### config.mk
export PLATFORM = sky130hd
export DESIGN_NAME = feature_map_writer
export DESIGN_NICKNAME = d
export VERILOG_FILES = /design/src/rtl/feature_map_writer_pkg.sv /design/src/rtl/fm_vec_fifo.sv /design/src/rtl/feature_map_writer.sv
export SDC_FILE = /design/constraint.sdc
export NUM_CORES = 1
export LEC_CHECK = 0
export BUFFER_PORTS_ARGS = -buffer_cell sky130_fd_sc_hd__buf_2
export CAP_MARGIN = 20
export CORE_MARGIN = 5
export CORE_UTILIZATION = 60
export DETAILED_ROUTE_END_ITERATION = 10
export GPL_TIMING_DRIVEN = 0
export PLACE_DENSITY = 0.79
export SLEW_MARGIN = 10
export SYNTH_ARGS = -nofsm -noshare
export SYNTH_HDL_FRONTEND = slang
export SYNTH_SLANG_ARGS = --single-unit
### constraint.sdc
create_clock -name clk -period 12.85 [get_ports clk]
set_input_delay 1.285 -clock clk [delete_from_list [all_inputs] [get_ports clk]]
set_output_delay 1.285 -clock clk [all_outputs]
set_load 0.02 [all_outputs]
### src/rtl/feature_map_writer_pkg.sv
// rtl/feature_map_writer_pkg.sv - shared conv pipeline constants and writer FSM encoding
package feature_map_writer_pkg;

    localparam int BITSIZE    = 18;
    localparam int FRAC_BITS  = 9;
    localparam int NUM_CH     = 16;
    localparam int OUT_SIZE   = 112;
    localparam int FIFO_DEPTH = 4;

    typedef enum logic {
        ST_IDLE  = 1'b0,
        ST_WRITE = 1'b1
    } wr_state_e;

endpackage

### src/rtl/fm_vec_fifo.sv
// rtl/fm_vec_fifo.sv - vector FIFO between conv2d output and the feature-map writer
module fm_vec_fifo #(
    parameter int WIDTH = 288,
    parameter int DEPTH = 4
) (
    input  logic             clk,
    input  logic             rst,
    input  logic             push,
    input  logic [WIDTH-1:0] wdata,
    input  logic             pop,
    output logic [WIDTH-1:0] rdata,
    output logic             full,
    output logic             empty
);

    localparam int PTR_W = (DEPTH > 1) ? $clog2(DEPTH) : 1;

    logic [WIDTH-1:0] mem_q [DEPTH];
    logic [PTR_W-1:0] wr_ptr_q, rd_ptr_q;
    logic [PTR_W:0]   count_q;
    logic             do_push, do_pop;

    // Full is registered occupancy only, so a same-edge pop never frees a slot early.
    assign full    = (count_q == (PTR_W+1)'(DEPTH));
    assign empty   = (count_q == '0);
    assign do_push = push && !full;
    assign do_pop  = pop && !empty;
    assign rdata   = mem_q[rd_ptr_q];

    always_ff @(posedge clk or negedge rst) begin
        if (!rst) begin
            wr_ptr_q <= '0;
            rd_ptr_q <= '0;
            count_q  <= '0;
        end else begin
            if (do_push) wr_ptr_q <= wr_ptr_q + 1'b1;
            if (do_pop)  rd_ptr_q <= rd_ptr_q + 1'b1;
            count_q <= count_q + (PTR_W+1)'(do_push) - (PTR_W+1)'(do_pop);
        end
    end

    always_ff @(posedge clk) begin
        if (do_push) mem_q[wr_ptr_q] <= wdata;
    end

endmodule

### src/rtl/feature_map_writer.sv
// rtl/feature_map_writer.sv - serialises conv2d output vectors into channel-major feature-map memory
module feature_map_writer
    import feature_map_writer_pkg::*;
#(
    parameter int bitsize    = BITSIZE,
    parameter int FRAC_BITS  = feature_map_writer_pkg::FRAC_BITS,
    parameter int NUM_CH     = feature_map_writer_pkg::NUM_CH,
    parameter int OUT_SIZE   = feature_map_writer_pkg::OUT_SIZE,
    parameter int FIFO_DEPTH = feature_map_writer_pkg::FIFO_DEPTH,
    localparam int ADDR_W    = $clog2(NUM_CH * OUT_SIZE * OUT_SIZE)
) (
    input  logic                      clk,
    input  logic                      rst,
    input  logic                      hs_valid,
    input  logic [bitsize*NUM_CH-1:0] hs_result,
    output logic                      in_ready,
    output logic                      mem_we,
    output logic [ADDR_W-1:0]         mem_addr,
    output logic [bitsize-1:0]        mem_wdata,
    input  logic                      mem_ready,
    output logic                      frame_done,
    output logic                      overflow
);

    localparam int VEC_W = bitsize * NUM_CH;
    localparam int CH_W  = (NUM_CH > 1) ? $clog2(NUM_CH) : 1;
    localparam int POS_W = (OUT_SIZE > 1) ? $clog2(OUT_SIZE) : 1;
    localparam logic [CH_W-1:0]   CH_LAST  = CH_W'(NUM_CH - 1);
    localparam logic [POS_W-1:0]  POS_LAST = POS_W'(OUT_SIZE - 1);
    localparam logic [ADDR_W-1:0] PLANE_A  = ADDR_W'(OUT_SIZE * OUT_SIZE);
    localparam logic [ADDR_W-1:0] ROW_A    = ADDR_W'(OUT_SIZE);

    // Data is passed through as raw fixed-point words; the fraction width is informational.
    logic [31:0] unused_frac_bits;
    assign unused_frac_bits = 32'(FRAC_BITS);

    wr_state_e          state_q, state_d;
    logic [VEC_W-1:0]   vec_q, vec_d;
    logic [CH_W-1:0]    ch_q, ch_d;
    logic [POS_W-1:0]   row_q, row_d, col_q, col_d;
    logic               frame_done_q, frame_done_d;
    logic               overflow_q, overflow_d;

    logic               fifo_push, fifo_pop, fifo_full, fifo_empty;
    logic [VEC_W-1:0]   fifo_rdata;
    logic [ADDR_W-1:0]  addr_calc;

    assign in_ready  = !fifo_full;
    assign fifo_push = hs_valid && !fifo_full;

    fm_vec_fifo #(
        .WIDTH (VEC_W),
        .DEPTH (FIFO_DEPTH)
    ) u_fifo (
        .clk   (clk),
        .rst   (rst),
        .push  (fifo_push),
        .wdata (hs_result),
        .pop   (fifo_pop),
        .rdata (fifo_rdata),
        .full  (fifo_full),
        .empty (fifo_empty)
    );

    always_ff @(posedge clk or negedge rst) begin
        if (!rst) begin
            state_q      <= ST_IDLE;
            vec_q        <= '0;
            ch_q         <= '0;
            row_q        <= '0;
            col_q        <= '0;
            frame_done_q <= 1'b0;
            overflow_q   <= 1'b0;
        end else begin
            state_q      <= state_d;
            vec_q        <= vec_d;
            ch_q         <= ch_d;
            row_q        <= row_d;
            col_q        <= col_d;
            frame_done_q <= frame_done_d;
            overflow_q   <= overflow_d;
        end
    end

    always_comb begin
        state_d      = state_q;
        vec_d        = vec_q;
        ch_d         = ch_q;
        row_d        = row_q;
        col_d        = col_q;
        frame_done_d = 1'b0;
        overflow_d   = overflow_q | (hs_valid & fifo_full);
        fifo_pop     = 1'b0;

        case (state_q)
            ST_IDLE: begin
                if (!fifo_empty) begin
                    fifo_pop = 1'b1;
                    vec_d    = fifo_rdata;
                    ch_d     = '0;
                    state_d  = ST_WRITE;
                end
            end
            ST_WRITE: begin
                if (mem_ready) begin
                    if (ch_q == CH_LAST) begin
                        ch_d = '0;
                        if (col_q == POS_LAST) begin
                            col_d = '0;
                            if (row_q == POS_LAST) begin
                                row_d        = '0;
                                frame_done_d = 1'b1;
                            end else begin
                                row_d = row_q + 1'b1;
                            end
                        end else begin
                            col_d = col_q + 1'b1;
                        end
                        // Chain straight into the next queued vector to keep writes gapless.
                        if (!fifo_empty) begin
                            fifo_pop = 1'b1;
                            vec_d    = fifo_rdata;
                        end else begin
                            state_d = ST_IDLE;
                        end
                    end else begin
                        ch_d = ch_q + 1'b1;
                    end
                end
            end
            default: state_d = ST_IDLE;
        endcase
    end

    assign addr_calc  = ADDR_W'(ch_q) * PLANE_A + ADDR_W'(row_q) * ROW_A + ADDR_W'(col_q);
    assign mem_we     = (state_q == ST_WRITE);
    assign mem_addr   = mem_we ? addr_calc : '0;
    assign mem_wdata  = mem_we ? vec_q[int'(ch_q)*bitsize +: bitsize] : '0;
    assign frame_done = frame_done_q;
    assign overflow   = overflow_q;

endmodule

==> results_dict.tcl, run 1 <==
set metrics [dict create \
    clk_pin_slew_ps 60 \
    grt.overflow.total 0 \
    gp_congestion 0.910 \
    clock_latency_ps 750 \
    worstSetupPathType "flop to output pin" \
    p_leak_uw 0.0236 \
    p_seq_share_pct 43.3 \
    slew_headroom_pct 23.9 \
    hold_buffers 0 \
    cts-root-buf "clkbuf_16" \
    grt_max_degree 100 \
    finalPower_uw 16000 \
    switchingPower_uw 5070 \
    worst_ep_arrival_time_ps 4950 \
    multi_input_area_sq_um 13800 \
    max_freq_ghz 0.160 \
    post-cts-setup-buffers 0 \
    final_max_slew_viol_count 0 \
    synth_edf_count 1152 \
    synth_area_per_cell_sq_um 21.6 \
    fin_skew_ps 22.6 \
    antenna_found_initial 86 \
    final_cell_mix "1152 x edfxtp_1, 408 x buf_2, 335 x mux4_2" \
    wirelength_microns 142000 \
    h-tree-depth 4 \
    switching_share_pct 31.7 \
    viasPerCell 6.37 \
    setup_violations 0 \
    drc 0 \
    status "completed" \
    worst_pin_slew_ps 1130 \
    critPathLaunchType "flop" \
    fin_crit_sh_pct 48.5 \
    seq_area_frac_synth_pct 74.6 \
    synth_cell_types 49 \
    grt_pass1_wl_microns 206000 \
    seq_area_sq_um 42500 \
    yosysTopAreaCellShare_pct 60.7 \
    ys.flop_type "edfxtp_1" \
    yosys_register_bits 1468 \
    syn-instance-count 2636 \
    nNetsFinal 3483 \
    dp_hpwl_microns 96800 \
    drive_gt1_share_pct 39.9 \
    synth_area_leader_cell "edfxtp_1" \
    area_growth_pct 15.8 \
    vias 29200 \
    cap_violations 0 \
    p_clk_share_pct 26.6 \
    ctsResizeCount 0 \
    coreArea_sq_um 94600 \
    portBuffers 330 \
    hold_viol_final 0 \
    timing.final.crit_period_ps 6240 \
    cp.required_ps 11560 \
    async_flop_share_pct 21.5 \
    syn_nets 2977 \
    cts_tree "built" \
    grt_pass1_vias 30200 \
    worstSetupEndpointType "output pin" \
    synth_area_sq_um 57000 \
    final_common_cell "edfxtp_1" \
    ant_nets 0 \
    pin_count 332 \
    row_count 113 \
    min_path_type "flop to flop" \
    fill_cells 5494 \
    ir_drop_mv 0.212 \
    fp.dieW_microns 318 \
    rsz0062_at_grt "no" \
    numCtsBuffers 145 \
    ctsLongestPathBuffers 3 \
    ys_warn_count 0 \
    power.density_nw_per_um2 243 \
    first_iter_violations 3475 \
    start_util_pct 60.2 \
    wl_per_cell_microns 31.0 \
    ys_top_cells_by_area "edfxtp_1 61%, dfrtp_1 14%, mux4_2 13%" \
    finalSetupTns_ps 0 \
    drt-pass1-iter-count 5 \
    internal-power_uw 10900 \
    die_h_microns 318 \
    power_frac_comb_pct 30.1 \
    cp_max_fo 7 \
    cts_sinks 1468 \
    die-area_sq_um 101000 \
    gr-usage-all-layers_pct 28.1 \
]
sequential cells by signal (all words and copies together) (netlist names):
signal,cells
u_fifo.wr_ptr_q,2
u_fifo.count_q,3
col_q,7
mem_we,1
ch_q,4
frame_done,1
u_fifo.rd_ptr_q,2
vec_q,288
row_q,7
overflow,1
u_fifo.mem_q,1152
Yosys cell counts, types with 9 or more instances:
cell         n
ha_1        40
a211oi_1    23
a21oi_1     28
o21ai_0     39
nor2b_1     14
mux2i_1     38
xnor2_1     10
nand3_1     12
mux4_2     335
and2_1       9
buf_2       79
xor2_1      12
a32oi_1     10
clkbuf_1    41
nor2_1      27
a31oi_1     13
mux2_2     299
edfxtp_1  1152
nand2_1     34
dfrtp_1    316
fa_1         9
inv_1       19
area by class of cell:
cell class	count	area share [%]
diodes	59	0.224
repair buffers	359	3.64
clock buffers	209	6.25
plain buffers	130	0.926
inverters	19	0.108
multi-input cells	1019	20.9
flip-flops and latches	1468	64.4
clock inverters	60	1.09
well taps	1265	2.40
worst max-delay path: stages (launching register included):
cell and delay (ps):
dfrtp_1 540, fa_1 490, ha_1 260, fa_1 460, a21o_1 190, a21o_1 190, a21oi_1 150, o21bai_1 100
xor2_1 160, ha_1 390, nand4_1 160, a211oi_1 210, nor3_1 120, or3_1 380, a21oi_1 220, buf_2 210
final timing paths:
kind | from | endpoint | slack, ps | cells after the start
min in group asynchronous | rst | vec_q[101]$_DFFE_PN0P_ | 590 | 1
worst min register to register | overflow$_DFF_PN0_ | overflow$_DFF_PN0_ | 480 | 1
worst max register to register | ch_q[1]$_DFFE_PN0P_ | u_fifo.count_q[2]$_DFF_PN0_ | 8800 | 12
worst max-delay path | row_q[2]$_DFFE_PN0P_ | mem_addr[17] | 6610 | 15
worst min-delay path | overflow$_DFF_PN0_ | overflow$_DFF_PN0_ | 480 | 1
max in group asynchronous | rst | vec_q[152]$_DFFE_PN0P_ | 11260 | 2
cell families after synthesis:
group                      synth area share (%)
AOI/OAI and AO/OA                          1.67
xor gates and xnor gates                  0.338
adders and majority gates                  1.20
buffers and inverters                      1.20
DFF                                        74.6
muxes                                      19.8
and+or+nand+nor                            1.15
per-layer routing:
layer  GRT usage, %  part of all wire [%]  up-vias
met5              0                  0.13        -
met4           10.3                   3.2       32
met3           9.71                    11      285
met2           45.2                    50     1535
met1           36.5                    35    15400
li1               -                     -    11900
power by group through the flow:
stage          Sequential (uW)  Combinational, uW  Clock, uW
4_1_cts                   6910               4790       4300
3_3_place_gp              7350               4480          0
3_5_place_dp              6970               4740          0
6_report                  6930               4820       4260
5_1_grt                   6990               5050       4530
2_1_floorplan             6960               3020          0
per-stage QoR:
stage	util (%)	worst slack (ps)	hold WS [ps]	std cells	instance area (sq um)
after floorplan	-	4300	473	2636	57000
after global placement	63.6	-902	455	4231	60200
after detailed placement	64.4	7400	465	4260	61000
after CTS	69.6	6580	477	4529	65800
after global routing	69.6	6370	507	4555	65900
final	69.7	6610	477	4588	65900
Note: power is estimated with default switching activity, not from simulation.
==> run 2, diff against run 1 <==
--- a/config.mk
+++ b/config.mk
@@ -8,10 +8,10 @@
 export BUFFER_PORTS_ARGS = -buffer_cell sky130_fd_sc_hd__buf_2
 export CAP_MARGIN = 20
 export CORE_MARGIN = 5
-export CORE_UTILIZATION = 60
+export CORE_UTILIZATION = 55
 export DETAILED_ROUTE_END_ITERATION = 10
 export GPL_TIMING_DRIVEN = 0
-export PLACE_DENSITY = 0.79
+export PLACE_DENSITY = 0.76
 export SLEW_MARGIN = 10
 export SYNTH_ARGS = -nofsm -noshare
 export SYNTH_HDL_FRONTEND = slang
==> constraint.sdc (replaced) <==
create_clock -name clk -period 5.19 [get_ports clk]
set_input_delay 0.519 -clock clk [delete_from_list [all_inputs] [get_ports clk]]
set_output_delay 0.519 -clock clk [all_outputs]
set_load 0.02 [all_outputs]
==> results_dict.tcl, run 2 (synthesized netlist as in run 1, its figures left out) <==
set metrics [dict create \
    status "completed" \
    drt-pass1-iter-count 5 \
    gp_congestion 0.918 \
    wl_met2_microns 72400 \
    h-tree-depth 4 \
    fin_cells 4973 \
    setup_violations 0 \
    p_leak_uw 0.0248 \
    cts-root-buf "clkbuf_16" \
    switchingPower_uw 12600 \
    dp_hpwl_microns 97000 \
    cap_violations 0 \
    rsz0062_at_grt "no" \
    max_freq_ghz 0.200 \
    crit_family "adder cells" \
    vias 30100 \
    met3_wirelength_microns 14800 \
    cts_sinks 1468 \
    worstSetupEndpointType "output pin" \
    r2r_start "ch_q[1]$_DFFE_PN0P_" \
    cp_max_fo 4 \
    grt_pass1_wl_microns 214000 \
    fp.dieW_microns 332 \
    critPathLaunchType "flop" \
    wl_per_cell_microns 29.2 \
    area_growth_pct 20.9 \
    internal-power_uw 26900 \
    final_cell_mix "1152 x edfxtp_1, 407 x buf_2, 335 x mux4_2" \
    final_max_slew_viol_count 0 \
    viasPerCell 6.06 \
    die_h_microns 332 \
    cts_tree "built" \
    ant_nets 0 \
    ctsLongestPathBuffers 3 \
    grt_max_degree 106 \
    ir_drop_mv 0.583 \
    numCtsBuffers 145 \
    portBuffers 330 \
    fin_skew_ps 30.0 \
    nNetsFinal 3778 \
    power.density_nw_per_um2 574 \
    pin_count 332 \
    timing.final.crit_period_ps 5010 \
    cp.required_ps 4670 \
    row_count 118 \
    slew_headroom_pct 20.1 \
    p_clk_share_pct 26.0 \
    drc 0 \
    worst_slack_ps 179 \
    timing.hold.ws_ps 114 \
    min_path_type "input pin to flop" \
    final_common_cell "edfxtp_1" \
    largest_reg_flops 1152 \
    power_frac_comb_pct 30.8 \
    fill_cells 6410 \
    wirelength_microns 145000 \
    die-area_sq_um 110000 \
    fin_crit_sh_pct 96.5 \
    cp_cell_sequence "fa_1 -> ha_2 -> fa_2 -> a21o_1 -> a21o_1 -> a21oi_2 -> o21bai_1 -> xor2_1 -> ha_1 -> buf_4 -> and2_1 -> a311oi_1 -> xor2_1 -> nor2_1 -> buf_2" \
    reg2reg_to "u_fifo.count_q[2]$_DFF_PN0_" \
    startpoint "row_q[0]$_DFFE_PN0P_" \
    worst_ep_arrival_time_ps 4490 \
    clk_pin_slew_ps 60 \
    slowest_delay_ps 480 \
    p_seq_share_pct 43.3 \
    endpoint "mem_addr[13]" \
    wl_met1_microns 53900 \
    antenna_found_initial 40 \
    worst_pin_slew_ps 1200 \
    top_register "u_fifo.mem_q" \
    place_ws_ps 542 \
    utilization_pct 66.7 \
    first_iter_violations 3188 \
    gr-usage-all-layers_pct 26.4 \
    grt.overflow.total 0 \
    cp.depth 15 \
    grt_pass1_vias 31800 \
    dp.cells 4373 \
    switching_share_pct 31.9 \
    coreArea_sq_um 103000 \
    crit_slowest_cell "fa_1" \
    clock_latency_ps 750 \
    r2r_cells 12 \
    worstSetupPathType "flop to output pin" \
    start_util_pct 55.2 \
    highest_layer "met5" \
    drive_gt1_share_pct 36.9 \
    reg_top3 "u_fifo.mem_q (1152), vec_q (288)" \
    hold_viol_final 0 \
    reg2reg_slack_ps 1070 \
    path_buf_inv 2 \
]
[run 2: cell count changes in the layout (fill, tap and decap cells not counted), moves of 4 or more]
| cell | delta |
|---|---|
| clkbuf_8 | -4 |
| clkbuf_1 | +5 |
| buf_4 | +8 |
| dlygate4sd3_1 | +289 |
| clkinv_1 | +4 |
| diode_2 | -26 |
| a21oi_2 | +4 |
| bufinv_16 | -6 |
| a21oi_1 | -4 |
[run 2: repair_timing]
item,CTS,global route
setup endpoints to repair,4,4
hold buffers,289,0
hold endpoints to repair,1186,0
setup buffers,7,1
pin swaps,3,7
resized for setup,10,6
[run 2: layout make-up]
type	instances	area (sq um)	area share, %
Antenna cell	33	82.6	0.120
Buffer	130	612	0.889
Clock buffer	213	4140	6.01
Clock inverter	57	548	0.796
Inverter	19	71.3	0.104
Multi-Input combinational cell	1019	13800	20.1
Sequential cell	1468	42500	61.7
Tap cell	1380	1730	2.51
Timing Repair Buffer	654	5330	7.74
[run 2: worst min path at each step]
stage | startpoint | cells past startpoint | to
floorplan | rst | 0 | ch_q[0]$_DFFE_PN0P_
global placement | overflow$_DFF_PN0_ | 1 | overflow$_DFF_PN0_
detailed placement | rst | 1 | vec_q[101]$_DFFE_PN0P_
CTS | hs_valid | 2 | overflow$_DFF_PN0_
global route | hs_valid | 2 | overflow$_DFF_PN0_
finish | hs_valid | 2 | overflow$_DFF_PN0_
[run 2: per-stage QoR]
stage / power [uW] / cell area [sq um] / TNS, ps
2_1_floorplan: 24400 / 57000 / 0
3_3_place_gp: 28800 / 60300 / -3378010
3_5_place_dp: 29000 / 61100 / 0
4_1_cts: 39500 / 68700 / 0
5_1_grt: 41000 / 68800 / 0
6_report: 39500 / 68800 / 0
[run 2: layer usage]
layer,up-vias,GRT usage (%)
met5,-,0
met2,1468,42.7
met3,248,7.99
met1,15900,35.2
li1,12500,-
met4,20,8.57
[run 2: power groups by stage]
| stage | sequential, uW | clock [uW] | combinational, uW |
|---|---|---|---|
| after floorplan | 16900 | 0 | 7490 |
| after global placement | 17600 | 0 | 11200 |
| after detailed placement | 17200 | 0 | 11800 |
| after CTS | 17100 | 10400 | 12100 |
| after global routing | 17300 | 10900 | 12800 |
| final | 17100 | 10300 | 12200 |
[run 2: worst reg2reg max path, cell delays in order, from the launching register on]
cell,delay [ps]
dfrtp_1,630
ha_1,400
nand3_1,220
a21oi_1,500
buf_2,440
buf_2,500
ha_1,320
inv_1,70
ha_1,150
inv_1,60
fa_1,410
xnor2_1,200
xnor2_1,150
